[config.mk]
export PLATFORM = sky130hd
export DESIGN_NAME = switch_debouncer
export DESIGN_NICKNAME = d
export VERILOG_FILES = /design/src/rtl/switch_debouncer_pkg.sv /design/src/rtl/switch_debouncer_bit_synchronizer.sv /design/src/rtl/switch_debouncer.sv
export SDC_FILE = /design/constraint.sdc
export NUM_CORES = 1
export LEC_CHECK = 0
export CORE_AREA = 2 2 96 61
export CTS_BUF_LIST = sky130_fd_sc_hd__clkbuf_16
export CTS_CLUSTER_SIZE = 25
export DETAILED_ROUTE_END_ITERATION = 10
export DIE_AREA = 0 0 98 63
export REMOVE_ABC_BUFFERS = 1
export SKIP_CTS_REPAIR_TIMING = 1
export SYNTH_ARGS = -nofsm -noshare
export SYNTH_HDL_FRONTEND = slang
export SYNTH_SLANG_ARGS = --single-unit
[constraint.sdc]
create_clock -name Clock -period 2.8 [get_ports Clock]
set_input_delay 0.56 -clock Clock [delete_from_list [all_inputs] [get_ports Clock]]
set_output_delay 0.56 -clock Clock [all_outputs]
set_load 0.05 [all_outputs]
[src/rtl/switch_debouncer_pkg.sv]
// Shared defaults and parameter helpers for the switch debouncer.
package switch_debouncer_pkg;

   localparam int unsigned DefaultWidth      = 20;
   localparam int unsigned DefaultSyncStages = 2;
   localparam int unsigned MinSyncStages     = 2;

   // Fewer than two synchronizer flops gives no metastability margin; clamp upward.
   function automatic int unsigned legal_sync_stages(input int unsigned stages);
      return (stages < MinSyncStages) ? MinSyncStages : stages;
   endfunction

endpackage

[src/rtl/switch_debouncer_bit_synchronizer.sv]
// Single-bit multi-flop synchronizer with asynchronous reset to a chosen level.
module bit_synchronizer #(
   parameter int unsigned Stages     = 2,
   parameter logic        ResetValue = 1'b0
) (
   input  logic Clock,
   input  logic Reset,
   input  logic d,
   output logic q
);

   logic [Stages-1:0] r_sync;

   always_ff @(posedge Clock or posedge Reset) begin
      if (Reset) begin
         r_sync <= {Stages{ResetValue}};
      end else begin
         r_sync <= {r_sync[Stages-2:0], d};
      end
   end

   assign q = r_sync[Stages-1];

endmodule

[src/rtl/switch_debouncer.sv]
// Debounces a noisy asynchronous switch: synchronizer plus saturating stability counter.
module switch_debouncer
   import switch_debouncer_pkg::*;
#(
   parameter int unsigned Width      = DefaultWidth,
   parameter int unsigned SyncStages = DefaultSyncStages,
   parameter logic        ResetValue = 1'b0
) (
   input  logic Clock,
   input  logic Reset,
   input  logic Enable,
   input  logic In,
   output logic Out
);

   localparam int unsigned    Stages  = legal_sync_stages(SyncStages);
   localparam logic [Width-1:0] TermCnt = '1;

   logic             w_s_last;
   logic [Width-1:0] r_cnt;
   logic             r_out;
   logic [Width-1:0] w_cnt_next;
   logic             w_out_next;

   bit_synchronizer #(
      .Stages     (Stages),
      .ResetValue (ResetValue)
   ) u_sync (
      .Clock (Clock),
      .Reset (Reset),
      .d     (In),
      .q     (w_s_last)
   );

   // Any return to the current level restarts the count; terminal count commits the new level.
   always_comb begin
      w_cnt_next = r_cnt;
      w_out_next = r_out;
      if (Enable) begin
         if (w_s_last == r_out) begin
            w_cnt_next = '0;
         end else if (r_cnt == TermCnt) begin
            w_out_next = w_s_last;
            w_cnt_next = '0;
         end else begin
            w_cnt_next = r_cnt + Width'(1);
         end
      end
   end

   always_ff @(posedge Clock or posedge Reset) begin
      if (Reset) begin
         r_cnt <= '0;
         r_out <= ResetValue;
      end else begin
         r_cnt <= w_cnt_next;
         r_out <= w_out_next;
      end
   end

   assign Out = r_out;

endmodule

==> impl_metrics.yaml, run 1 <==
detailed_routing:
  drtIter0Drc: 77
  dr.pass1.iters: 4
  totalWireLength_mm: 2.89
  antenna_left: 0
  drc: 0
  wl_per_cell_um: 13.8
  via_per_inst: 5.00
  vias: 1046
power:
  p_leak_nw: 0.620
  peakVddDrop_mv: 0.155
  power_density_nw_per_um2: 475
  totalPowerFinal_mw: 0.701
cts:
  cts-buffers-inserted: 3
  cts.sinks: 23
  htree_levels: 1
  clk_path_buf_depth: 2
  path_clk_slew_ns: 0.06
  cts_root_buf: "clkbuf_16"
  cts_tree: "built"
  insertion_delay_ns: 0.26
timing:
  finalWorstSetupSlack_ns: 0.725
  fin_crit_ns: 2.07
  drv_slew: 0
  grt_setup_unrepaired: "no"
  hold_violations: 0
  fmax_mhz: 482
  skew_ns: 0.00317
  worstMarginPinSlew_ns: 0.517
  finalSetupViolCount: 0
  max_slew_margin: 0.654
  fin_tns_setup_ns: 0
  min_period_over_period: 0.741
placed_design:
  portBuffers: 4
  dp_slack_ns: 0.614
  dp_hpwl_mm: 2.12
  place.gp.congestion: 0.851
setup_path:
  path_depth: 6
  crit_chain: "ha_1, nand3_1, nor2_2, a31oi_2, and3_1, a211o_1"
  critPathCaptureType: "flop"
  reg2reg_from: "r_cnt[0]"
  critPathBufInv: 0
  critPathKind: "reg -> reg"
  reg2reg_to: "r_cnt[10]"
  endpoint: "r_cnt[10]"
  start_kind: "flop"
  r2r_cells: 6
  slowest_delay_ns: 0.41
  cp_max_fo: 10
  critPathArrivalTime_ns: 2.22
  critPathTopFamily: "simple AND/OR/NAND/NOR gates"
  slowest_stage: "dfrtp_1"
  crit_path_start: "r_cnt[0]"
  cp.required_ns: 2.94
  rrSetupSlack_ns: 0.73
logic_synthesis:
  synth_cell_types: 44
  synth_top_cell_area_share: 0.444
  synthFlopType: "dfrtp_1"
  synth_area_sq_um: 1300
  synth.area.top_cells: "dfrtp_1 44%, nand2_1 5.8%, o21ai_0 3.9%"
  ys_warn_count: 0
  synth_area_leader_cell: "dfrtp_1"
  synth_edf_count: 0
  seq_area_frac_synth: 0.444
  async_flop_share: 1.00
  netlist_instances: 135
  yosys_register_bits: 23
  avgSynthCellArea_sq_um: 9.60
final_layout:
  nets: 146
  n_antenna_cell: 0
  syn_to_final_growth_pct: 13.8
  final_util: 0.277
  drive_gt1_frac: 0.121
floorplanning:
  io_pins: 5
  rows: 21
  initial_utilization: 0.243
  dieArea_sq_um: 6170
  die_x_um: 98
  die_h_um: 63
  core_area_sq_um: 5330
min_path:
  hold_class: "reg -> reg"
grt:
  grt_pass1_wl_mm: 5.05
  track_usage: 0.102
  grt_max_degree: 24
  overflow: 0
  grt_pass1_vias: 980
  antenna_found_initial: 0
run:
  cap_violations: 0
run_status:
  status: "completed"
## through the flow
step | cell area [sq um] | cells | hold slack, ns
6_report | 1480 | 209 | 0.354
5_1_grt | 1480 | 209 | 0.359
4_1_cts | 1480 | 209 | 0.357
3_5_place_dp | 1400 | 205 | 0.343
3_3_place_gp | 1400 | 205 | 0.332
2_1_floorplan | 1250 | 130 | 0.331
## synthesized netlist by cell type (2+ instances only)
cell,number
a211o_1,2
a21o_1,2
a21oi_1,4
a2bb2oi_1,2
a31oi_1,4
clkbuf_1,2
clkbuf_8,2
dfrtp_1,23
inv_1,5
nand2_1,20
nand3_1,7
nand4_1,5
nor2_1,5
nor3_1,3
nor4_1,5
o21ai_0,10
o21ai_1,3
o31ai_1,2
or3_1,3
or4_1,2
## worst min-delay path by stage
stage,endpoint,startpoint,cells after the start
floorplan,u_sync.r_sync[1],u_sync.r_sync[0],0
global placement,u_sync.r_sync[1],u_sync.r_sync[0],0
detailed placement,u_sync.r_sync[1],u_sync.r_sync[0],0
CTS,u_sync.r_sync[1],u_sync.r_sync[0],0
global route,u_sync.r_sync[1],u_sync.r_sync[0],0
finish,u_sync.r_sync[1],u_sync.r_sync[0],0
## sequential cells by signal (all words and copies together) (netlist names)
| name | count |
|---|---|
| Out | 1 |
| u_sync.r_sync | 2 |
| r_cnt | 20 |
## layout by cell type (no fill, tap or decap), types with 4 or more instances in the layout
master           instances
nor2_1                   5
dfrtp_1                 23
nand2_1                 20
o21ai_0                 10
inv_1                    5
nand3_1                  7
a21oi_1                  4
nor4_1                   5
nand4_1                  5
clkdlybuf4s50_1          4
a31oi_1                  4
## per-layer routing
layer	GRT usage	share of wire
met2	0.124	0.36
met1	0.170	0.59
met3	0.0302	0.053
met5	0	0
met4	0.0156	0
## power by group
| group | internal (mW) | switching (mW) |
|---|---|---|
| registers | 0.338 | 0.00620 |
| logic | 0.0153 | 0.0279 |
| clock network | 0.192 | 0.121 |
| total | 0.546 | 0.155 |
## worst register-to-register path, cell delays in order (launching register included)
cell and delay (ns):
dfrtp_1 0.41, ha_1 0.23, nand3_1 0.19, nor2_2 0.33, a31oi_2 0.29, and3_1 0.25
a211o_1 0.26
## area by class of cell
cell class                 count  area (sq um)
timing repair buffer           6          55.1
sequential                    23           576
clock inverter                 1          5.00
fill                         552          3860
multi-input combinational    102           659
inverter                       5          18.8
clock buffer                   3          75.1
tap                           69          86.3
## logic make-up after synthesis
kind of cell | count (synthesis) | share of synthesized area
AOI/OAI and AO/OA | 38 | 0.198
and+or+nand+nor | 59 | 0.271
buffers and inverters | 10 | 0.0473
adders and majority gates | 1 | 0.00965
muxes | 2 | 0.0164
DFF | 23 | 0.444
xor gates and xnor gates | 2 | 0.0135
Note: power is estimated with default switching activity, not from simulation.
==> run 2: changes to the inputs <==
==> constraint.sdc (replaced) <==
create_clock -name Clock -period 2.03 [get_ports Clock]
set_input_delay 0.406 -clock Clock [delete_from_list [all_inputs] [get_ports Clock]]
set_output_delay 0.406 -clock Clock [all_outputs]
set_load 0.05 [all_outputs]
==> impl_metrics.yaml, run 2 (synthesis gave the netlist of run 1 again) <==
final_layout:
  nets: 153
  multiInputGateArea_sq_um: 678
  final_cell_mix: "23 x dfrtp_1, 20 x nand2_1, 10 x o21ai_0"
  final_common_cell: "dfrtp_1"
  n_antenna_cell: 0
  final.fill_count: 573
  syn_to_final_growth_pct: 19.5
  final_util: 0.290
  largest_reg_flops: 20
  drive_gt1_frac: 0.170
  regArea_sq_um: 576
  regMostFlops: "r_cnt"
  design_area_sq_um: 1550
  final_cell_count_no_fill: 216
floorplanning:
  initial_utilization: 0.243
  core_area_sq_um: 5330
  die_h_um: 63
  dieArea_sq_um: 6170
  io_pins: 5
  rows: 21
  die_x_um: 98
grt:
  grtUsageMet3: 0.0302
  track_usage: 0.112
  top_usage_layer: "met1"
  overflow: 0
  use_met2: 0.128
  grt_pass1_vias: 1003
  antenna_found_initial: 0
  grt_pass1_wl_mm: 5.40
  grtUsageMet1: 0.195
  grt_max_degree: 24
timing:
  min_period_over_period: 0.934
  fin_crit_ns: 1.90
  finalSetupViolCount: 0
  fmax_mhz: 528
  drv_slew: 0
  worstMarginPinSlew_ns: 0.504
  skew_ns: 0.00436
  max_slew_margin: 0.663
  hold_violations: 0
setup_path:
  slowest_stage: "dfrtp_1"
  critPathArrivalTime_ns: 2.05
  critPathKind: "reg -> reg"
  reg2reg_from: "r_cnt[0]"
  critPathBufInv: 1
  reg2reg_to: "Out"
  critPathCaptureType: "flop"
  cp.required_ns: 2.18
  start_kind: "flop"
  slowest_delay_ns: 0.40
  r2r_cells: 7
  crit_chain: "ha_1, nand3_1, nor2_4, buf_4, nand2_1, nor2_1, mux2_2"
  critPathTopFamily: "simple AND/OR/NAND/NOR gates"
  cp_max_fo: 6
  rrSetupSlack_ns: 0.13
placed_design:
  place_inst: 211
  portBuffers: 4
  placed_area_sq_um: 1440
  dp_hpwl_mm: 2.28
  place.gp.congestion: 0.904
detailed_routing:
  vias: 1085
  drc: 0
  wl_per_cell_um: 14.9
  via_per_inst: 5.02
  dr.pass1.iters: 4
  drtIter0Drc: 118
  antenna_left: 0
  totalWireLength_mm: 3.23
cts:
  cts.sinks: 23
  htree_levels: 1
  clk_path_buf_depth: 2
  cts-buffers-inserted: 3
  path_clk_slew_ns: 0.06
  insertion_delay_ns: 0.26
  cts_root_buf: "clkbuf_16"
  cts_tree: "built"
run:
  cap_violations: 0
power:
  p_leak_nw: 0.655
  power_density_nw_per_um2: 634
  peakVddDrop_mv: 0.242
min_path:
  worstHoldStart: "u_sync.r_sync[0]"
  hold_path_depth: 0
  hold_class: "reg -> reg"
  hold_path_end: "u_sync.r_sync[1]"
run_status:
  status: "completed"
-- run 2: layer usage --
| layer | up-vias | wire length, um |
|---|---|---|
| li1 | 537 | - |
| met1 | 517 | 1860 |
| met2 | 26 | 1120 |
| met3 | 5 | 218 |
| met4 | 0 | 25 |
| met5 | - | 0 |
-- run 2: final cells by class --
type,instances,area share
flip-flops and latches,23,0.372
clock inverters,1,0.00485
multi-input cells,102,0.438
repair buffers,13,0.0695
well taps,69,0.0557
clock buffers,3,0.0485
inverters,5,0.0121
-- run 2: worst reg2reg max path: cells and delay by family, from the launching register on --
family                   cells  cell delay, ns
adder cells (fa/ha/maj)      1            0.21
buffers and inverters        1            0.16
flip-flops                   1            0.40
multiplexers                 1            0.34
AND/OR/NAND/NOR              4            0.69
-- run 2: worst max-delay path by stage --
| stage | endpoint | startpoint | cells after the start |
|---|---|---|---|
| 2_1_floorplan | r_cnt[13] | Out | 5 |
| 4_1_cts | r_cnt[5] | r_cnt[0] | 6 |
| 5_1_grt | r_cnt[16] | r_cnt[0] | 6 |
| 3_3_place_gp | r_cnt[13] | Enable | 5 |
| 6_report | Out | r_cnt[0] | 7 |
| 3_5_place_dp | r_cnt[9] | Enable | 5 |
-- run 2: per-stage QoR --
| stage | hold WS (ns) | power [mW] | setup WS (ns) | setup TNS, ns |
|---|---|---|---|---|
| final | 0.349 | 0.981 | 0.134 | 0 |
| after global routing | 0.372 | 1.02 | -0.00290 | -0.00290 |
| after CTS | 0.351 | 1.00 | 0.0818 | 0 |
| after detailed placement | 0.335 | 0.549 | 0.0444 | 0 |
| after global placement | 0.333 | 0.548 | 0.0374 | 0 |
| after floorplan | 0.331 | 0.517 | 0.214 | 0 |
-- run 2: power by group --
group	internal, mW	leakage, nW	switching (mW)
Combinational	0.0257	0.303	0.0411
Clock	0.267	0.0371	0.173
Sequential	0.467	0.314	0.00796
Total	0.760	0.655	0.222
==> run 3: changes to the inputs <==
--- a/config.mk
+++ b/config.mk
@@ -12,6 +12,7 @@
 export DIE_AREA = 0 0 98 63
 export REMOVE_ABC_BUFFERS = 1
 export SKIP_CTS_REPAIR_TIMING = 1
+export SLEW_MARGIN = 30
 export SYNTH_ARGS = -nofsm -noshare
 export SYNTH_HDL_FRONTEND = slang
 export SYNTH_SLANG_ARGS = --single-unit
==> results of run 3 <==
Same layout as run 2: the final DEF is identical, and so are final timing and power.
